--- src/rtl/conv_pkg.sv ---
// conv_pkg: shared state encodings and image/fetcher constants
// for the 3x3 window scan path.
package conv_pkg;

    typedef enum logic [1:0] {
        S_IDLE  = 2'd0,
        S_ISSUE = 2'd1,
        S_WAIT  = 2'd2,
        S_DONE  = 2'd3
    } state_t;

    localparam int IMG_ROW_BITS = 7;
    localparam int IMG_COL_BITS = 7;
    localparam int IMG_ROWS     = 1 << IMG_ROW_BITS;
    localparam int IMG_COLS     = 1 << IMG_COL_BITS;

    // Fetcher start->finish latency in cycles.
    localparam int WIN_LAT = 10;

endpackage

--- src/rtl/scan_counter.sv ---
// scan_counter: raster row/col counter with clear, enable, stride
// and last-pixel flag; shared with the write-back address generator.
module scan_counter
    import conv_pkg::*;
#(
    parameter int ROW_BITS = IMG_ROW_BITS,
    parameter int COL_BITS = IMG_COL_BITS,
    parameter int STRIDE   = 1
) (
    input  logic                clk,
    input  logic                rst,
    input  logic                clr_i,
    input  logic                en_i,
    output logic [ROW_BITS-1:0] row_o,
    output logic [COL_BITS-1:0] col_o,
    output logic                last_o
);

    localparam logic [ROW_BITS-1:0] ROW_STEP = ROW_BITS'(STRIDE);
    localparam logic [COL_BITS-1:0] COL_STEP = COL_BITS'(STRIDE);
    localparam logic [ROW_BITS-1:0] ROW_LAST =
        ROW_BITS'((1 << ROW_BITS) - STRIDE);
    localparam logic [COL_BITS-1:0] COL_LAST =
        COL_BITS'((1 << COL_BITS) - STRIDE);

    logic [ROW_BITS-1:0] row_q, row_d;
    logic [COL_BITS-1:0] col_q, col_d;
    logic                col_wrap;

    assign col_wrap = (col_q == COL_LAST);
    assign last_o   = col_wrap && (row_q == ROW_LAST);
    assign row_o    = row_q;
    assign col_o    = col_q;

    always_comb begin
        row_d = row_q;
        col_d = col_q;
        if (clr_i) begin
            row_d = '0;
            col_d = '0;
        end else if (en_i) begin
            if (col_wrap) begin
                col_d = '0;
                row_d = row_q + ROW_STEP;
            end else begin
                col_d = col_q + COL_STEP;
            end
        end
    end

    always_ff @(posedge clk) begin
        if (!rst) begin
            row_q <= '0;
            col_q <= '0;
        end else begin
            row_q <= row_d;
            col_q <= col_d;
        end
    end

endmodule

--- src/rtl/conv_scan_ctrl.sv ---
// conv_scan_ctrl: raster-scan sequencer driving the 3x3 window fetcher.
// Define SCAN_STRIDE2_EN for stride-2 (pooling) scanning.
module conv_scan_ctrl
    import conv_pkg::*;
#(
    parameter int ROW_BITS = IMG_ROW_BITS,
    parameter int COL_BITS = IMG_COL_BITS
) (
    input  logic                         clk,
    input  logic                         rst,
    input  logic                         go,
    output logic                         win_start,
    output logic [ROW_BITS+COL_BITS-1:0] win_addr,
    input  logic                         win_finish,
    output logic                         res_valid,
    input  logic                         res_ready,
    output logic [ROW_BITS+COL_BITS-1:0] res_addr,
    output logic                         busy,
    output logic                         done
);

`ifdef SCAN_STRIDE2_EN
    localparam int STRIDE = 2;
`else
    localparam int STRIDE = 1;
`endif

    state_t state_q, state_d;

    logic                cnt_clr;
    logic                cnt_en;
    logic                cnt_last;
    logic [ROW_BITS-1:0] row;
    logic [COL_BITS-1:0] col;

    scan_counter #(
        .ROW_BITS (ROW_BITS),
        .COL_BITS (COL_BITS),
        .STRIDE   (STRIDE)
    ) u_cnt (
        .clk    (clk),
        .rst    (rst),
        .clr_i  (cnt_clr),
        .en_i   (cnt_en),
        .row_o  (row),
        .col_o  (col),
        .last_o (cnt_last)
    );

    assign win_addr = {row, col};

`ifdef SCAN_STRIDE2_EN
    logic unused_lsb;
    assign unused_lsb = row[0] ^ col[0];
    assign res_addr   = {2'b00, row[ROW_BITS-1:1], col[COL_BITS-1:1]};
`else
    assign res_addr = win_addr;
`endif

    always_ff @(posedge clk) begin
        if (!rst) begin
            state_q <= S_IDLE;
        end else begin
            state_q <= state_d;
        end
    end

    // Counter only moves on WAIT->ISSUE so the fetcher sees a stable address.
    always_comb begin
        state_d   = state_q;
        cnt_clr   = 1'b0;
        cnt_en    = 1'b0;
        win_start = 1'b0;
        res_valid = 1'b0;
        busy      = 1'b1;
        done      = 1'b0;
        unique case (state_q)
            S_IDLE: begin
                busy = 1'b0;
                if (go) begin
                    cnt_clr = 1'b1;
                    state_d = S_ISSUE;
                end
            end
            S_ISSUE: begin
                if (res_ready) begin
                    win_start = 1'b1;
                    state_d   = S_WAIT;
                end
            end
            S_WAIT: begin
                if (win_finish) begin
                    res_valid = 1'b1;
                    if (cnt_last) begin
                        state_d = S_DONE;
                    end else begin
                        cnt_en  = 1'b1;
                        state_d = S_ISSUE;
                    end
                end
            end
            S_DONE: begin
                done    = 1'b1;
                state_d = S_IDLE;
            end
            default: state_d = S_IDLE;
        endcase
    end

endmodule

--- config.mk ---
export PLATFORM = sky130hd
export DESIGN_NAME = conv_scan_ctrl
export DESIGN_NICKNAME = d
export VERILOG_FILES = /design/src/rtl/conv_pkg.sv /design/src/rtl/scan_counter.sv /design/src/rtl/conv_scan_ctrl.sv
export SDC_FILE = /design/constraint.sdc
export NUM_CORES = 1
export LEC_CHECK = 0
export CAP_MARGIN = 20
export CORE_ASPECT_RATIO = 0.5
export CORE_UTILIZATION = 26
export CTS_BUF_LIST = sky130_fd_sc_hd__clkbuf_8
export CTS_CLUSTER_DIAMETER = 30
export DETAILED_ROUTE_END_ITERATION = 12
export HOLD_SLACK_MARGIN = 0.08
export PLACE_DENSITY = 0.56
export SYNTH_ARGS = -nofsm -noshare
export SYNTH_HDL_FRONTEND = slang
export SYNTH_SLANG_ARGS = --single-unit
--- constraint.sdc ---
create_clock -name clk -period 5 [get_ports clk]
set_input_delay 0.75 -clock clk [delete_from_list [all_inputs] [get_ports clk]]
set_output_delay 0.75 -clock clk [all_outputs]
set_load 0.02 [all_outputs]
; Yosys cells after proc, flatten, opt, wreduce, memory -nomap -nowiden
; Index checks and enable logic that the tools add are counted.
[totals]
ff_bits = 16
latch_bits = 0
ram_bits = 0
rom_bits = 0
inputBits = 5
wordCells = 36
n_memories = 0
[classes]
add_sub_neg = 2
n_mul = 0
n_div = 0
magnitude_cmp = 0
eq_ne = 8
n_shift = 0
n_mux = 17
n_bitwise = 1
n_reduce_logical = 5
[op_table]
columns = operator, n
row1 = "7-bit by 1-bit adder with 7-bit output, second input constant", 2
row2 = "7-bit == test, second input constant", 2
row3 = 1-bit two-way mux, 11
row4 = 2-bit two-way mux, 4
row5 = 2-bit one-hot mux with 4 select lines, 1
row6 = 7-bit two-way mux, 1
row7 = "2-bit inequality test, second input constant", 3
row8 = "2-bit == test, second input constant", 2
row9 = 3-bit AND reduction, 1
row10 = "2-bit by 1-bit == test with 1-bit output, second input constant", 1
row11 = 2-bit logical NOT, 1
row12 = 2-bit AND reduction, 1
row13 = 2-bit OR reduction, 1
row14 = 1-bit logical AND, 1
row15 = 1-bit NOT, 1

; Logic depth before layout (Yosys ltp)
[depth]
depth_word = 6
mapped_depth = 6
depth_no_buf = 5

; Cells and area by module
; From an unflattened synthesis, not the netlist that was laid out.
[unflattened]
hier_cells = 110
area_unflattened_um2 = 929.6
[modules_own_cells]
columns = module, instances, cells_per_inst, area_each_um2, seq_area_each_um2
row1 = scan_counter, 1, 78, 685.7, 280.3
row2 = conv_scan_ctrl, 1, 32, 244.0, 40.0

; Worst setup path after synthesis
; OpenSTA, ideal clock, no wires.
[synth_timing]
path_kind = input-to-output
from = in res_ready
to = out win_start
arrival_ns = 1.377
required_time_ns = 4.250
path_slack_ns = 2.873
path_stages = 1
cell_sequence = nor3b_1
[synth_between]
elab_chain_cells = 2
[synth_rtl]
columns = element, line_no
row1 = start: declaration, conv_scan_ctrl.sv:16  ; input logic res_ready,
row2 = 1-bit two-way mux, conv_scan_ctrl.sv:86  ; if (res_ready) begin
row3 = 1-bit two-way mux, conv_scan_ctrl.sv:77  ; unique case (state_q)
row4 = end: declaration, conv_scan_ctrl.sv:12  ; output logic win_start,
; No other way between the ends.

; Worst setup path in the final report
[layout_timing]
from = in win_finish
to = out res_valid
[layout_between]
elab_chain_cells = 2
[layout_rtl]
columns = element, line_no
row1 = start: declaration, conv_scan_ctrl.sv:14  ; input logic win_finish,
row2 = 1-bit two-way mux, conv_scan_ctrl.sv:92  ; if (win_finish) begin
row3 = 1-bit two-way mux, conv_scan_ctrl.sv:77
row4 = end: declaration, conv_scan_ctrl.sv:15  ; output logic res_valid,
; No other way between the ends.

==> impl_summary.md <==
Status
The run finished with clean final reports.

Floorplanning
The initial cell density of the core is 27.4%. The die covers 3890 um2. The count of standard-cell rows is 15. The floorplan step set the die width to 87.2 um. Pin placement for this block handled 37 I/O pins. The area inside the core boundary is 3450 um2. In this run the vertical extent of the chip is 44.6 um.

Layout
The post-layout instance count excluding filler cells is 187. The fraction of layout instances using a drive strength above 1 is 6.62%. The final layout net count is 144.

The area growth from synthesis to layout is 37.5%. Once layout is done, the placed cells without fillers occupy 1300 um2. The number of antenna diodes in the final layout is 0. The utilization of the core after routing is 37.6%.

Global route
Entering global routing, the biggest net connects 14 pins. The number of antenna violations at the first check in global routing is 0. The overall routing resource usage is 10.9%.

The number of global-route vias before repair was 699. The wire length of the first global-routing pass is 3.28 mm. The overflow left after global routing is 0.

Routing
The post-detailed-routing wire length is 2.03 mm. The remaining number of nets flagged by the antenna check after routing is 0. For this block, the initial DRC count from the detailed router was 47. The total via count in the routed design is 875. The via count normalized by instance count is 4.68. For this run, the detailed router's first-pass iteration total came to 4.

After detailed routing, the average wire length per cell comes to 10.9 um. For this run, design rule violations remaining after detail routing come to 0.

Worst hold path
The hold path endpoint is u_cnt.row_o[3]. In this run the most critical hold path is launched from u_cnt.row_o[3]. The depth of the worst hold-timing path is 2. The path type of the worst min-delay path is reg -> reg.

STA
The time the worst path needs with I/O delays and setup is 2970 ps. The post-route setup TNS is 0 ps. The worst path uses 59.4% of the clock period. The worst-case setup margin in the final layout is 2030 ps. The worst hold slack after final layout is 528 ps. The total count of hold-check failures in the final report is 0.

Setup repair after global routing left no endpoint under its margin. At the pin with the least slew margin, the transition time is 1120 ps. The number of max-slew violations in the final report is 0. In this run the tightest slew margin relative to its limit is 24.4%. The highest achievable clock rate is 0.337 GHz. The clock arrives with 2.07 ps of skew. Setup violations remaining at the end of the flow were counted as 0.

Pwr
Dividing total power by cell area gives a power density of 204 nW/um2. In this run the static leakage power is 0.432 nW. The total chip power is 0.265 mW. VDD sags by at most 0.0000915 V.

Clock tree
The CTS tree is yes. The number of sinks on the clock net is 16. The clock buffer count from CTS is 3. The CTS H-tree depth is 1. The clock latency of the later-clocked register in the worst-skew pair is 250 ps. The root buffer cell chosen for the clock tree is clkbuf_8. In this run, post-CTS hold repair placed 0 buffers. After clock tree synthesis, the setup repair step added 0 buffers. In this run the deepest clock path goes through 2 buffers. The post-CTS clock slew at the launch and capture registers of the worst setup and hold paths is 70 ps. In this run, post-CTS repair resized a total of 0 instances.

Yosys
The library cell with the largest summed area after synthesis is dfxtp_1. The Yosys warning count is 0. The number of enable-type register cells in the synthesized netlist is 0. The synthesized design contains 16 register bits.

The summed instance area of the synthesized netlist is 945 um2. The count of cell types in the netlist is 34. By instance count, the leading cell after synthesis is dfxtp_1.

The most frequently used flop master after synthesis is dfxtp_1. After synthesis, the share of flip-flops with an asynchronous set or reset is 0%. Counting every instance in the synthesized netlist gives 114. By count the netlist is led by dfxtp_1, buf_4, a21oi_1, nand2_1, nand3_1.

By area the synthesized netlist is led by dfxtp_1, buf_4, a21oi_1. The net count after synthesis is 121. The average cell area after synthesis is 8.29 um2. The sequential-to-total area share from yosys stat is 33.9%. Of the post-synthesis cell area, the dominant cell type holds 33.9%.

Flow run
Max-cap violations in this run came to 0.

Place
The post-placement cell count is 183. Detailed placement finished with a half-perimeter wire length of 1.54 mm. Prior to clock tree synthesis, the placed netlist has a worst setup slack of 2020 ps.

Port buffering added 36 buffers. The congestion estimate from routability-driven global placement came to 0.766. The placement-stage cell area is 1240 um2.

Worst setup path
The number of cells on the worst reg-to-reg path is 5. The worst setup path is of the in -> out kind. The element type at the critical path start is an input port. The worst path required time is 4250 ps. Of all nets on the critical path, the largest fanout is 9. The worst setup slack for register-to-register paths is 2710 ps. The terminus of the critical flop-to-flop path is u_cnt.col_o[2]. The worst setup path is captured at an output port. The startpoint identified for the worst register-to-register timing path is u_cnt.col_o[0].

The arrival time of data at the critical path endpoint is 2220 ps.
==> layer usage <==
layer | track usage, % | part of all wire [%] | wire (um)
met1 | 15.9 | 51 | 1040
met2 | 15.9 | 44 | 904
met3 | 4.29 | 4.5 | 92
met4 | 0 | 0 | 0
met5 | 0 | 0 | 0
==> final cells by class <==
class | count | area (um2)
inverter | 3 | 11.3
clock buffer | 4 | 55.1
sequential | 16 | 320
tap | 51 | 63.8
multi-input combinational | 77 | 488
timing repair buffer | 36 | 360
fill | 356 | 2150
==> logic make-up after synthesis <==
kind of cell	share of synthesized area, %
and+or+nand+nor	27.7
muxes	2.12
AOI/OAI and AO/OA	19.2
DFF	33.9
adders and majority gates	2.65
buffers and inverters	14.4
==> layout by cell type, fill, tap and decap left out, drive strengths merged, types with 2 or more instances in the layout <==
master,Yosys,final
or3,3,3
o311ai,2,2
o41ai,2,2
inv,3,3
nand3,8,8
nor3,2,2
nand2,8,8
clkdlybuf4s50,0,36
ha,2,2
a21oi,9,9
nor2,6,6
dfxtp,16,16
o31ai,4,4
or4,3,3
o21ai,5,5
nor3b,4,4
or2,3,3
nor2b,2,2
clkbuf,2,4
mux2i,2,2
==> registers in the layout, summed over array words and instances (netlist names) <==
| signal | flops |
|---|---|
| state_q | 2 |
| u_cnt.col_o | 7 |
| u_cnt.row_o | 7 |
==> worst max-delay path: stages <==
cell and delay [ps]:
clkdlybuf4s50_1 540, nand3b_4 140, inv_1 160, clkdlybuf4s50_1 630
==> power breakdown <==
| group | internal, mW | switching (mW) | total [mW] |
|---|---|---|---|
| combinational | 0.00977 | 0.00996 | 0.0197 |
| sequential | 0.128 | 0.00179 | 0.130 |
| clock | 0.0698 | 0.0455 | 0.115 |
| total | 0.208 | 0.0572 | 0.265 |
==> worst max-delay path by stage <==
stage | depth (start not counted) | end | from | slack (ps)
global placement | 4 | res_valid | win_finish | 2040
finish | 4 | res_valid | win_finish | 2030
global route | 4 | res_valid | win_finish | 1970
floorplan | 1 | win_start | res_ready | 2870
detailed placement | 4 | res_valid | win_finish | 2020
CTS | 4 | res_valid | win_finish | 2020
Note: power is estimated with default switching activity, not from simulation.
